**config.mk**
```make
export PLATFORM = sky130hd
export DESIGN_NAME = alu_result_reader
export DESIGN_NICKNAME = d
export VERILOG_FILES = /design/src/rtl/alu_result_reader.sv
export SDC_FILE = /design/constraint.sdc
export NUM_CORES = 1
export LEC_CHECK = 0
export CORE_MARGIN = 2
export CORE_UTILIZATION = 53
export CTS_BUF_LIST = sky130_fd_sc_hd__clkbuf_4
export CTS_CLUSTER_DIAMETER = 150
export CTS_CLUSTER_SIZE = 8
export DETAILED_ROUTE_END_ITERATION = 8
export PLACE_DENSITY = 0.87
export SLEW_MARGIN = 30
export SYNTH_ARGS = -nofsm -noshare
export SYNTH_HDL_FRONTEND = slang
export SYNTH_SLANG_ARGS = --single-unit
export TNS_END_PERCENT = 5
```
**constraint.sdc**
```tcl
create_clock -name clk -period 3.9 [get_ports clk]
set_clock_uncertainty 0.05 [all_clocks]
set_input_delay 0.39 -clock clk [delete_from_list [all_inputs] [get_ports clk]]
set_output_delay 0.39 -clock clk [all_outputs]
set_load 0.01 [all_outputs]
```
**src/rtl/alu_result_reader.sv**
```systemverilog
// alu_result_reader: scans the ALU result memory through its synchronous read port
// and streams {addr, y, c} beats over valid/ready while counting entries with c set.
module alu_result_reader #(
    parameter int ADDR_W = 2,
    parameter int DATA_W = 4,
    parameter int DEPTH  = 4
) (
    input  logic              clk,
    input  logic              rst_n,
    input  logic              start,
    output logic              busy,
    output logic              done,
    output logic              mem_re,
    output logic [ADDR_W-1:0] mem_addr,
    input  logic [DATA_W-1:0] mem_y,
    input  logic              mem_c,
    output logic              out_valid,
    input  logic              out_ready,
    output logic [ADDR_W-1:0] out_addr,
    output logic [DATA_W-1:0] out_y,
    output logic              out_c,
    output logic [ADDR_W:0]   flag_cnt
);

    typedef enum logic [2:0] {
        S_IDLE = 3'd0,
        S_RD   = 3'd1,
        S_CAP  = 3'd2,
        S_OUT  = 3'd3,
        S_FIN  = 3'd4
    } state_t;

    localparam logic [ADDR_W-1:0] LAST_ADDR = ADDR_W'(DEPTH - 1);

    state_t              state_q;
    logic [ADDR_W-1:0]   addr_q;
    logic [ADDR_W-1:0]   addr_d;
    logic [ADDR_W:0]     flag_cnt_q;
    logic [ADDR_W:0]     flag_cnt_d;
    logic                busy_q;
    logic                done_q;
    logic                mem_re_q;
    logic [ADDR_W-1:0]   mem_addr_q;
    logic                out_valid_q;
    logic [ADDR_W-1:0]   out_addr_q;
    logic [DATA_W-1:0]   out_y_q;
    logic                out_c_q;

    // Next scan address and the flag count including the entry being captured.
    always_comb begin
        addr_d     = addr_q + ADDR_W'(1);
        flag_cnt_d = flag_cnt_q;
        if (mem_c) begin
            flag_cnt_d = flag_cnt_q + (ADDR_W + 1)'(1);
        end else begin
            flag_cnt_d = flag_cnt_q;
        end
    end

    // Scan FSM; every output is a register updated on the transition into its state.
    always_ff @(posedge clk or negedge rst_n) begin
        if (!rst_n) begin
            state_q     <= S_IDLE;
            addr_q      <= '0;
            flag_cnt_q  <= '0;
            busy_q      <= 1'b0;
            done_q      <= 1'b0;
            mem_re_q    <= 1'b0;
            mem_addr_q  <= '0;
            out_valid_q <= 1'b0;
            out_addr_q  <= '0;
            out_y_q     <= '0;
            out_c_q     <= 1'b0;
        end else begin
            case (state_q)
                S_IDLE: begin
                    if (start) begin
                        state_q    <= S_RD;
                        addr_q     <= '0;
                        flag_cnt_q <= '0;
                        busy_q     <= 1'b1;
                        mem_re_q   <= 1'b1;
                        mem_addr_q <= '0;
                    end
                end
                S_RD: begin
                    state_q  <= S_CAP;
                    mem_re_q <= 1'b0;
                end
                S_CAP: begin
                    // Read data is valid now, one cycle after the strobe.
                    state_q     <= S_OUT;
                    out_y_q     <= mem_y;
                    out_c_q     <= mem_c;
                    out_addr_q  <= addr_q;
                    flag_cnt_q  <= flag_cnt_d;
                    out_valid_q <= 1'b1;
                end
                S_OUT: begin
                    if (out_ready) begin
                        out_valid_q <= 1'b0;
                        if (addr_q == LAST_ADDR) begin
                            state_q <= S_FIN;
                            done_q  <= 1'b1;
                        end else begin
                            state_q    <= S_RD;
                            addr_q     <= addr_d;
                            mem_re_q   <= 1'b1;
                            mem_addr_q <= addr_d;
                        end
                    end
                end
                S_FIN: begin
                    state_q <= S_IDLE;
                    done_q  <= 1'b0;
                    busy_q  <= 1'b0;
                end
                default: begin
                    state_q     <= S_IDLE;
                    busy_q      <= 1'b0;
                    done_q      <= 1'b0;
                    mem_re_q    <= 1'b0;
                    out_valid_q <= 1'b0;
                end
            endcase
        end
    end

    assign busy      = busy_q;
    assign done      = done_q;
    assign mem_re    = mem_re_q;
    assign mem_addr  = mem_addr_q;
    assign out_valid = out_valid_q;
    assign out_addr  = out_addr_q;
    assign out_y     = out_y_q;
    assign out_c     = out_c_q;
    assign flag_cnt  = flag_cnt_q;

endmodule
```
==> flow_summary.ini, run 1 <==
[drt]
drc = 0
wirelength_um = 1810
ant_nets = 0
viasPerCell = 5.54
drtIter0Drc = 6
firstDrtPassIters = 4
wire_per_inst_um = 15.0
vias = 665

[global_route]
grt_max_degree = 20
antenna_found_initial = 0
grt_pass1_vias = 679
grt_pass1_wl_um = 2990
grt.overflow.total = 0
grt_use_total_pct = 20.5

[synthesis]
synth_xor_area_share_pct = 0
synthSimpleGateAreaFrac_pct = 16.6
synthMuxAreaShare_pct = 12.3
ys_seq_area_share_pct = 51.0
synth_warnings = 0
synth_flop_cell = dfrtp_1
syn-instance-count = 77
synthArstFlopShare_pct = 100
synth-compound-area-share_pct = 12.5
synth_nets = 88
avgSynthCellArea_sq_um = 12.1
syn-cell-area_sq_um = 932
synth_top_family_by_area = simple AND/OR/NAND/NOR gates
ys_types = 28
ys_ff_latch = 19
synth_fa_ha_area_share_pct = 2.68
synth-edff-count = 0

[floorplanning]
initial_utilization_pct = 55.2
die_w_um = 45.9
dieArea_sq_um = 2110
die_y_um = 45.9
coreArea_sq_um = 1690
rows = 15
ios = 25

[worst_setup_path]
cp_max_fo = 5
setup.worst_path.class = reg2out
cp-end-kind = primary output
critPathTopFamily = buffers and inverters
r2r_start = state_q[2]
ff2ff_setup_slack_ns = 2.42
crit_slowest_cell = clkdlybuf4s50_1
crit_arrival_ns = 1.31
start_kind = flip-flop
cpPeakStageDelay_ns = 0.57
cp_cell_sequence = clkdlybuf4s50_1
critPathRequiredTime_ns = 3.46
path_buf_inv = 1
regToRegEndpoint = out_y[2]
reg2regPathDepth = 3

[timing]
tightest_slew_ns = 0.498
maxSlewViolCount = 0
final.setup.worst_slack_ns = 2.15
fmax_mhz = 571
setup-tns-final_ns = 0
rsz0062_at_grt = false
setup_viol = 0
whs_ns = 0.460
slew_headroom_pct = 66.8
fin_crit_sh_pct = 44.9
fin_crit_ns = 1.75
hold_violations = 0

[clock_tree]
cts_htree_levels = 1
clk_pin_slew_ns = 0.11
cts_tree = done
cts_inserted_buffers = 3
clock_latency_ns = 0.30
cts_root_buffer = clkbuf_4
cts_sinks = 19
post_cts_resize_count = 0
clockBufferDepth = 2

[power_and_ir_drop]
swShare_pct = 36.0
pwr-share-clk_pct = 10.6
p_comb_share_pct = 50.3
peakVddDrop_uv = 521
net-switching-power_uw = 363
leakagePower_nw = 0.533
powerDensity_nw_per_um2 = 837
seqPwrFrac_pct = 39.1
internal_power_uw = 643

[hold_path]
hold_class = reg2reg
hold_start = mem_re
hold_end = mem_re
hold_depth = 2

[finish]
final-seq-area_sq_um = 475
multi_input_area_sq_um = 412
layout-drive-gt1-share_pct = 16.5
fillers = 119
antennaDiodeCount = 0
areaGrowthSynthToFinish_pct = 29.0
nets = 115

[place]
dpl_worst_slack_ns = 2.26
io_buffers = 24
dp_hpwl_um = 1320
routabilityCongestion = 0.825

[run]
maxCapViolCount = 0

[outcome]
status = finished clean
area by class of cell:
class,instances,share of cell area (%)
clock buffers,4,2.50
multi-input cells,50,34.2
flip-flops and latches,19,39.5
well taps,17,1.77
inverters,5,1.56
repair buffers,25,20.4
power groups by stage:
stage | Combinational [mW] | Sequential, mW | Clock, mW
after floorplan | 0.295 | 0.395 | 0
after global placement | 0.489 | 0.388 | 0
after detailed placement | 0.510 | 0.396 | 0
after CTS | 0.511 | 0.391 | 0.110
after global routing | 0.553 | 0.408 | 0.121
final | 0.506 | 0.393 | 0.107
metrics by stage:
| stage | cells | area, sq um | total power [mW] | util, % |
|---|---|---|---|---|
| finish | 120 | 1200 | 1.01 | 71.2 |
| global route | 120 | 1200 | 1.08 | 71.2 |
| CTS | 119 | 1200 | 1.01 | 70.9 |
| detailed placement | 115 | 1170 | 0.906 | 69.1 |
| global placement | 115 | 1170 | 0.877 | 69.1 |
| floorplan | 77 | 932 | 0.691 | - |
cell usage in the layout, fill, tap and decap left out, types with 2 or more instances in the layout:
master | netlist | routed
a21oi_1 | 4 | 4
nor2_1 | 6 | 6
nand2_1 | 4 | 4
mux2_4 | 7 | 7
nor2b_1 | 2 | 2
o22ai_1 | 2 | 2
ha_1 | 2 | 2
clkdlybuf4s50_1 | 0 | 23
inv_1 | 5 | 5
o2bb2ai_1 | 3 | 3
nor3_1 | 2 | 2
o221ai_1 | 2 | 2
dfrtp_1 | 19 | 19
clkbuf_4 | 0 | 4
o21ai_1 | 3 | 3
synthesized netlist by cell type, types with 2 or more instances:
master     number  share of area (%)
mux2_4          7                 11
ha_1            2                2.7
nor2_1          6                2.4
o221ai_1        2                1.9
o21ai_1         3                1.6
nor2b_1         2                1.3
a21oi_1         4                2.1
o22ai_1         2                1.3
dfrtp_1        19                 51
buf_4           2                1.6
inv_1           5                2.0
nor3_1          2                1.1
nand2_1         4                1.6
o2bb2ai_1       3                2.8
timing repair:
action,CTS,global route
hold endpoints to repair,0,19
setup buffers,0,0
hold buffers,0,1
cells by family after synthesis:
logic type | after synthesis
AOI/OAI and AO/OA | 17
adders and majority gates | 2
buffers and inverters | 8
DFF | 19
muxes | 8
and+or+nand+nor | 23
worst max path at each step:
stage | startpoint | end | depth (start not counted) | slack [ns]
2_1_floorplan | mem_addr[0] | mem_re | 4 | 2.63
3_3_place_gp | start | mem_addr[0] | 4 | 2.34
3_5_place_dp | start | mem_addr[1] | 4 | 2.26
4_1_cts | flag_cnt[0] | flag_cnt[0] | 1 | 2.15
5_1_grt | flag_cnt[0] | flag_cnt[0] | 1 | 2.08
6_report | flag_cnt[0] | flag_cnt[0] | 1 | 2.15
state kept, by name (all words and copies together), names as in the netlist, 2 cells and up:
name      count
mem_addr      2
out_y         4
state_q       3
out_addr      2
flag_cnt      3
layer usage:
metal / up-vias / part of all wire (%) / GRT usage, %
li1: 328 / - / -
met4: 0 / 1.1 / 8.00
met5: - / 0 / 0
met2: 18 / 48 / 31.4
met3: 2 / 4.5 / 7.54
met1: 317 / 46 / 26.3
No activity file was read; power rests on OpenSTA's default activity.
==> inputs of run 2 (changes only) <==
--- a/config.mk
+++ b/config.mk
@@ -6,12 +6,12 @@
 export NUM_CORES = 1
 export LEC_CHECK = 0
 export CORE_MARGIN = 2
-export CORE_UTILIZATION = 53
+export CORE_UTILIZATION = 44
 export CTS_BUF_LIST = sky130_fd_sc_hd__clkbuf_4
 export CTS_CLUSTER_DIAMETER = 150
 export CTS_CLUSTER_SIZE = 8
 export DETAILED_ROUTE_END_ITERATION = 8
-export PLACE_DENSITY = 0.87
+export PLACE_DENSITY = 0.78
 export SLEW_MARGIN = 30
 export SYNTH_ARGS = -nofsm -noshare
 export SYNTH_HDL_FRONTEND = slang
==> constraint.sdc (replaced) <==
create_clock -name clk -period 1.44 [get_ports clk]
set_clock_uncertainty 0.05 [all_clocks]
set_input_delay 0.144 -clock clk [delete_from_list [all_inputs] [get_ports clk]]
set_output_delay 0.144 -clock clk [all_outputs]
set_load 0.01 [all_outputs]
==> run 2 against run 1 <==
  * Routed wire length is 0.33% lower
  * Setup slack worse by 2.1 ns
  * First-iteration DRC count grew to 2.5 times the previous value
  * Combinational power grew to 2.7 times the previous value
  * Via count is 2.6% higher
  * Register-to-register slack worse by 2.3 ns
  * Final cell count is 11% higher
==> flow_summary.ini, run 2 (synthesized netlist as in run 1, its figures left out) <==
[outcome]
status = finished clean

[worst_setup_path]
critPathTopFamily = buffers and inverters
cp_max_fo = 2
regToRegEndpoint = mem_re
path_buf_inv = 1
reg2regPathDepth = 4
crit_arrival_ns = 1.19
startpoint = out_y[3]
crit_slowest_cell = clkdlybuf4s50_1
setup.worst_path.class = reg2out
endpoint = out_y[3]
cp-end-kind = primary output
start_kind = flip-flop
cp.depth = 1
r2r_start = mem_addr[0]
critPathRequiredTime_ns = 1.25
cp_cell_sequence = clkdlybuf4s50_1
cpPeakStageDelay_ns = 0.53
ff2ff_setup_slack_ns = 0.10

[finish]
largest_register_ffs = 4
layout_common_cells = dfrtp_1, dlymetal6s2s_1, clkdlybuf4s50_1
final_common_cell = dfrtp_1
antennaDiodeCount = 0
layout-drive-gt1-share_pct = 18.9
fillers = 165
final_cell_area_sq_um = 1260
nets = 118
areaGrowthSynthToFinish_pct = 35.2

[drt]
vias = 682
drc = 0
wire_per_inst_um = 13.5
wirelength_um = 1800
drtIter0Drc = 15
ant_nets = 0
firstDrtPassIters = 4
viasPerCell = 5.13

[clock_tree]
cts_sinks = 19
cts_inserted_buffers = 3
cts_tree = done
clk_pin_slew_ns = 0.11
cts_htree_levels = 1
cts_root_buffer = clkbuf_4
cts_hold_buf = 0
clock_latency_ns = 0.30
clockBufferDepth = 2

[place]
dpl-instance-area_sq_um = 1200
routabilityCongestion = 0.739
dp_hpwl_um = 1260
io_buffers = 24

[power_and_ir_drop]
powerDensity_nw_per_um2 = 2100
swShare_pct = 36.6
peakVddDrop_uv = 1100
pwr-share-clk_pct = 10.3
p_comb_share_pct = 52.1
net-switching-power_uw = 969
leakagePower_nw = 0.659
internal_power_mw = 1.68
seqPwrFrac_pct = 37.6

[timing]
hold_violations = 0
whs_ns = 0.105
fin_crit_sh_pct = 96.3
setup_viol = 0
rsz0062_at_grt = false
tightest_slew_ns = 0.476
slew_headroom_pct = 68.3
fmax_mhz = 721
setup-tns-final_ns = 0
fin_crit_ns = 1.39
maxSlewViolCount = 0

[hold_path]
hold_class = in2async

[floorplanning]
die_w_um = 50.0
rows = 16
ios = 25
initial_utilization_pct = 47.0
coreArea_sq_um = 1980
die_y_um = 50.0
dieArea_sq_um = 2500

[global_route]
grt.overflow.total = 0
grt_pass1_wl_um = 3130
grt_max_degree = 20
grt_use_total_pct = 16.6
grt_pass1_vias = 698
antenna_found_initial = 0

[run]
maxCapViolCount = 0
run 2: changes by cell type in the layout (fill, tap and decap cells not counted):
| cell | before | now |
|---|---|---|
| clkinv_2 | 0 | 1 |
| clkdlybuf4s50_1 | 23 | 9 |
| dlygate4sd3_1 | 1 | 0 |
| dlymetal6s2s_1 | 0 | 11 |
| clkbuf_4 | 4 | 3 |
| dlygate4sd2_1 | 0 | 4 |
| buf_4 | 0 | 4 |
| buf_2 | 1 | 0 |
run 2: area by class of cell:
type / count / area [sq um] / area share, %
Sequential cell: 19 / 475 / 37.7
Multi-Input combinational cell: 50 / 412 / 32.7
Timing Repair Buffer: 28 / 293 / 23.2
Tap cell: 27 / 33.8 / 2.68
Clock buffer: 3 / 22.5 / 1.79
Inverter: 5 / 18.8 / 1.49
Clock inverter: 1 / 5.00 / 0.397
run 2: power groups by stage:
stage | clock, mW | combinational [mW] | sequential (mW)
global route | 0.311 | 1.51 | 1.04
global placement | 0 | 1.40 | 1.02
detailed placement | 0 | 1.43 | 1.03
finish | 0.273 | 1.38 | 0.994
CTS | 0.288 | 1.44 | 1.00
floorplan | 0 | 0.800 | 1.07
run 2: worst min path at each step:
stage          start          end  slack (ns)  depth (start not counted)
4_1_cts        rst_n  mem_addr[1]        0.10                          2
3_5_place_dp    busy         busy        0.44                          2
5_1_grt        rst_n  mem_addr[1]        0.10                          2
2_1_floorplan  rst_n         busy       -0.20                          0
3_3_place_gp   rst_n         busy        0.44                          2
6_report       rst_n  mem_addr[1]        0.11                          2
run 2: stage by stage:
stage	worst slack (ns)	util [%]	total power, mW	cells
2_1_floorplan	0.173	-	1.87	77
4_1_cts	0.0106	62.2	2.73	133
3_3_place_gp	0.129	60.7	2.42	128
3_5_place_dp	0.0740	60.7	2.46	128
6_report	0.0533	63.6	2.65	133
5_1_grt	0.00106	63.6	2.86	133
run 2: routing by layer:
layer	wire, um	GRT usage (%)	up-vias
met3	66	3.94	3
met5	0	0	-
li1	-	-	331
met2	898	25.9	15
met1	809	22.0	333
met4	25	6.94	0
run 2: repair_timing:
item                                    in CTS  in global routing
buffers inserted                             1                  0
endpoints found under the setup margin       5                 11
resized for setup                            4                 11
gates cloned                                 0                  0
==> inputs of run 3 (changes only) <==
--- a/config.mk
+++ b/config.mk
@@ -5,10 +5,11 @@
 export SDC_FILE = /design/constraint.sdc
 export NUM_CORES = 1
 export LEC_CHECK = 0
-export CORE_MARGIN = 2
+export CORE_ASPECT_RATIO = 0.8
+export CORE_MARGIN = 1.5
 export CORE_UTILIZATION = 44
 export CTS_BUF_LIST = sky130_fd_sc_hd__clkbuf_4
-export CTS_CLUSTER_DIAMETER = 150
+export CTS_CLUSTER_DIAMETER = 80
 export CTS_CLUSTER_SIZE = 8
 export DETAILED_ROUTE_END_ITERATION = 8
 export PLACE_DENSITY = 0.78
==> run 3 against run 2 <==
  * First-iteration DRC count down 93%
  * Core utilization up 1.2 points
  * Final cell count down 2.3%
  * Via count down 0.73%
  * Power up 0.99%
  * Register-to-register slack about the same
  * Sequential share of layout area about the same
  * Clock-buffer cell count up 1
  * Routed wire length unchanged
  * Combinational power about the same
==> flow_summary.ini, run 3 (synthesized netlist as in run 1, its figures left out) <==
[place]
io_buffers = 24
dp_hpwl_um = 1350
routabilityCongestion = 0.770

[global_route]
grt.overflow.total = 0
grt_pass1_wl_um = 2900
antenna_found_initial = 0
grt_max_degree = 20
grt_use_total_pct = 17.0
grt_pass1_vias = 640

[worst_setup_path]
cp_max_fo = 2
cpPeakStageDelay_ns = 0.54
ff2ff_setup_slack_ns = 0.11
cp_cell_sequence = clkdlybuf4s50_1
cp-end-kind = primary output
crit_slowest_cell = clkdlybuf4s50_1
path_buf_inv = 1
setup.worst_path.class = reg2out
critPathTopFamily = buffers and inverters
start_kind = flip-flop
crit_arrival_ns = 1.19
critPathRequiredTime_ns = 1.25

[clock_tree]
cts_htree_levels = 1
cts_inserted_buffers = 3
cts_root_buffer = clkbuf_4
clk_pin_slew_ns = 0.10
cts_hold_buf = 0
cts_tree = done
cts_sinks = 19
clock_latency_ns = 0.29
clockBufferDepth = 2

[timing]
fin_crit_ns = 1.39
fin_crit_sh_pct = 96.3
maxSlewViolCount = 0
slew_headroom_pct = 69.5
setup-tns-final_ns = 0
tightest_slew_ns = 0.457
rsz0062_at_grt = false
fmax_mhz = 721
setup_viol = 0
hold_violations = 0
whs_ns = 0.114

[outcome]
status = finished clean

[floorplanning]
coreArea_sq_um = 1940
ios = 25
die_y_um = 44.2
die_w_um = 54.5
dieArea_sq_um = 2410
rows = 14
initial_utilization_pct = 47.9

[drt]
viasPerCell = 5.21
wirelength_um = 1800
drtIter0Drc = 1
drt-met1-wl_um = 852
top_layer_used = met4
ant_nets = 0
firstDrtPassIters = 3
wl_met2_um = 859
route.met3.wl_um = 76
vias = 677
drc = 0
wire_per_inst_um = 13.8

[finish]
antennaDiodeCount = 0
layout-drive-gt1-share_pct = 18.9
areaGrowthSynthToFinish_pct = 35.0
fillers = 149
utilization_pct = 64.7
layout_common_cells = dfrtp_1, dlymetal6s2s_1, clkdlybuf4s50_1
nets = 118
final_common_cell = dfrtp_1
largest_register_ffs = 4

[run]
maxCapViolCount = 0

[power_and_ir_drop]
peakVddDrop_uv = 1340
leakagePower_nw = 0.662
powerDensity_nw_per_um2 = 2120

[hold_path]
hold_class = in2async
-- run 3: report_power, final --
| part | switching (mW) | internal [mW] |
|---|---|---|
| Sequential | 0.217 | 0.785 |
| Clock | 0.155 | 0.127 |
| Combinational | 0.597 | 0.793 |
-- run 3: repair_timing --
item                       in CTS  in global routing
buffers inserted                1                  0
setup endpoints to repair       5                 11
pin swaps                       0                  0
resized for setup               4                 11
hold endpoints to repair        0                  0
gates cloned                    0                  0
-- run 3: area by class of cell --
class	instances	area, sq um	share of cell area (%)
Sequential cell	19	475	37.8
Multi-Input combinational cell	50	412	32.7
Tap cell	24	30.0	2.39
Timing Repair Buffer	28	293	23.3
Clock buffer	4	30.0	2.39
Inverter	5	18.8	1.49
-- run 3: per-stage QoR --
step | worst slack [ns] | total power, mW | cell area (sq um) | std cells
finish | 0.0532 | 2.67 | 1260 | 130
global route | 0.00563 | 2.89 | 1260 | 130
CTS | 0.00438 | 2.75 | 1230 | 130
detailed placement | 0.0797 | 2.47 | 1200 | 125
global placement | 0.129 | 2.42 | 1200 | 125
floorplan | 0.173 | 1.87 | 932 | 77
-- run 3: worst paths after layout --
kind,startpoint,endpoint,cells past startpoint
max in group asynchronous,rst_n,mem_re,2
worst max register to register,mem_addr[0],mem_re,4
worst min-delay path,rst_n,out_y[3],2
worst max-delay path,done,done,1
min in group clk,mem_y[1],out_y[1],2
worst min register to register,mem_re,mem_re,2
-- run 3: metal layers --
metal / up-vias / track usage [%]
met3: 2 / 6.08
met5: - / 0
li1: 332 / -
met1: 329 / 22.5
met2: 14 / 26.5
met4: 0 / 4.50
==> RTL edit (settings of run 3) <==
Register the output `flag_cnt` once more; this adds one clock of latency there. The other outputs are not delayed to match.
--- a/src/rtl/alu_result_reader.sv
+++ b/src/rtl/alu_result_reader.sv
@@ -134,6 +134,8 @@
     assign out_addr  = out_addr_q;
     assign out_y     = out_y_q;
     assign out_c     = out_c_q;
-    assign flag_cnt  = flag_cnt_q;
+    always_ff @(posedge clk) begin
+        flag_cnt <= flag_cnt_q;
+    end
 
 endmodule
Function: changed (a bounded check fails within 4 cycles, from zero or initial values and one cycle with rst_n low).
==> RTL edit against run 3 <==
Critical endpoint is now mem_addr[0]. Sequential cell count grew 3. The flow now finishes with violations (setup timing). Cell area is 4.0% higher. Worst setup slack worse by 61 ps. Count of clock-buffer cells in the layout down 1. Critical path type is now register to register. Area after synthesis down 3.1%. Cell count up 3.1%. Hold slack got worse by 10 ps. Critical path depth grew 2. Wire length rose by 5.2%. Total power grew 1.5%.
==> RTL edit: results (changes against run 3) <==
| Metric | Value |
|---|---|
| Stage delay of the slowest cell on the critical path | `470 ps (-70 ps)` |
| Worst slew margin relative to its limit | `83.54% (+14 points)` |
| Most frequent cells after synthesis | `sky130_fd_sc_hd__dfrtp_1 (19), sky130_fd_sc_hd__mux2_2 (7), sky130_fd_sc_hd__a21oi_1 (6)` |
| Number of iterations in the first detailed-routing pass | `5 (+2)` |
| Final Net Count | `122 (+3.4%)` |
| Clock-pin transition on the worst setup and hold timing paths | `120 ps (+20 ps)` |
| Average cell area after synthesis | `12.55 µm² (+3.6%)` |
| Post-detailed-route via-to-cell ratio | `5.052 (-3.0%)` |
| Maximum ir drop on the vdd rail | `1333 µV (-0.47%)` |
| Top post-synthesis cells by area | `sky130_fd_sc_hd__dfrtp_1 (53%), sky130_fd_sc_hd__mux2_2 (8.7%), sky130_fd_sc_hd__dfxtp_1 (6.6%)` |
| Maximum fanout along the worst path | `6 (+4)` |
| Number of global-route vias before repair | `717 (+12%)` |
| Clock insertion delay at the later pin of the skew report | `310 ps (+20 ps)` |
| Failing checks | `setup timing` |
| Run status | `finished, violations left` |
| Post-route worst setup slack | `-7.575 ps (-60.81 ps)` |
| Post-synthesis async set-or-reset flop share | `86.36% (-14 points)` |
| Setup WS pre-CTS | `-168.1 ps (-247.8 ps)` |
| Routed Wire Length | `1.893 mm (+5.2%)` |
| Cell leakage power | `0.6944 nW (+4.9%)` |
| Path depth of the worst reg2reg path | `3 (-1)` |
| Setup violations, final | `1 (+1)` |
| Portion of the post-synthesis area used by sequential elements | `59.28% (+8.3 points)` |
| Standard cell area after detailed placement | `1256 µm² (+4.8%)` |
| Worst path slowest cell | `sky130_fd_sc_hd__dfrtp_2` |
==> RTL edit: how the worst max path moves through the flow <==
stage | start | endpoint | slack [ps] | cells after the start
5_1_grt | state_q[1] | mem_addr[0] | -50 | 3
4_1_cts | mem_re | mem_re | 1 | 1
2_1_floorplan | mem_addr[0] | mem_addr[0] | -30 | 4
6_report | state_q[0] | mem_addr[0] | -8 | 3
3_5_place_dp | start | mem_addr[0] | -170 | 4
3_3_place_gp | start | mem_addr[0] | -160 | 4
==> RTL edit: repair_timing <==
action	in CTS	in global routing
setup endpoints to repair	3	13
endpoints found under the hold margin	0	0
gates resized for setup	3	11
==> RTL edit: final cells by class <==
class / instances / area (µm²)
sequential: 22 / 536.8
fill: 149 / 600.6
multi-input combinational: 43 / 334.1
tap: 24 / 30.03
timing repair buffer: 38 / 370.4
inverter: 3 / 11.26
clock inverter: 1 / 3.754
clock buffer: 3 / 22.52
==> RTL edit: cell families (layout without fill, tap and decap cells) <==
family / after synthesis / after routing / share of synthesized area [%]
mux: 9 / 9 / 11.50
buf+inv: 7 / 45 / 4.293
compound gates: 14 / 14 / 10.25
simple gates: 17 / 17 / 10.94
flops: 22 / 22 / 59.28
xor+xnor: 1 / 1 / 0.9697
fa+ha+maj: 2 / 2 / 2.770
==> RTL edit: per-layer routing <==
| metal | part of all wire [%] | vias to the layer above | GRT usage (%) |
|---|---|---|---|
| li1 | - | 329 | - |
| met1 | 46 | 323 | 25.74 |
| met2 | 47 | 21 | 27.07 |
| met3 | 5.7 | 4 | 6.897 |
| met4 | 1.2 | 0 | 8.205 |
| met5 | 0 | - | 0 |
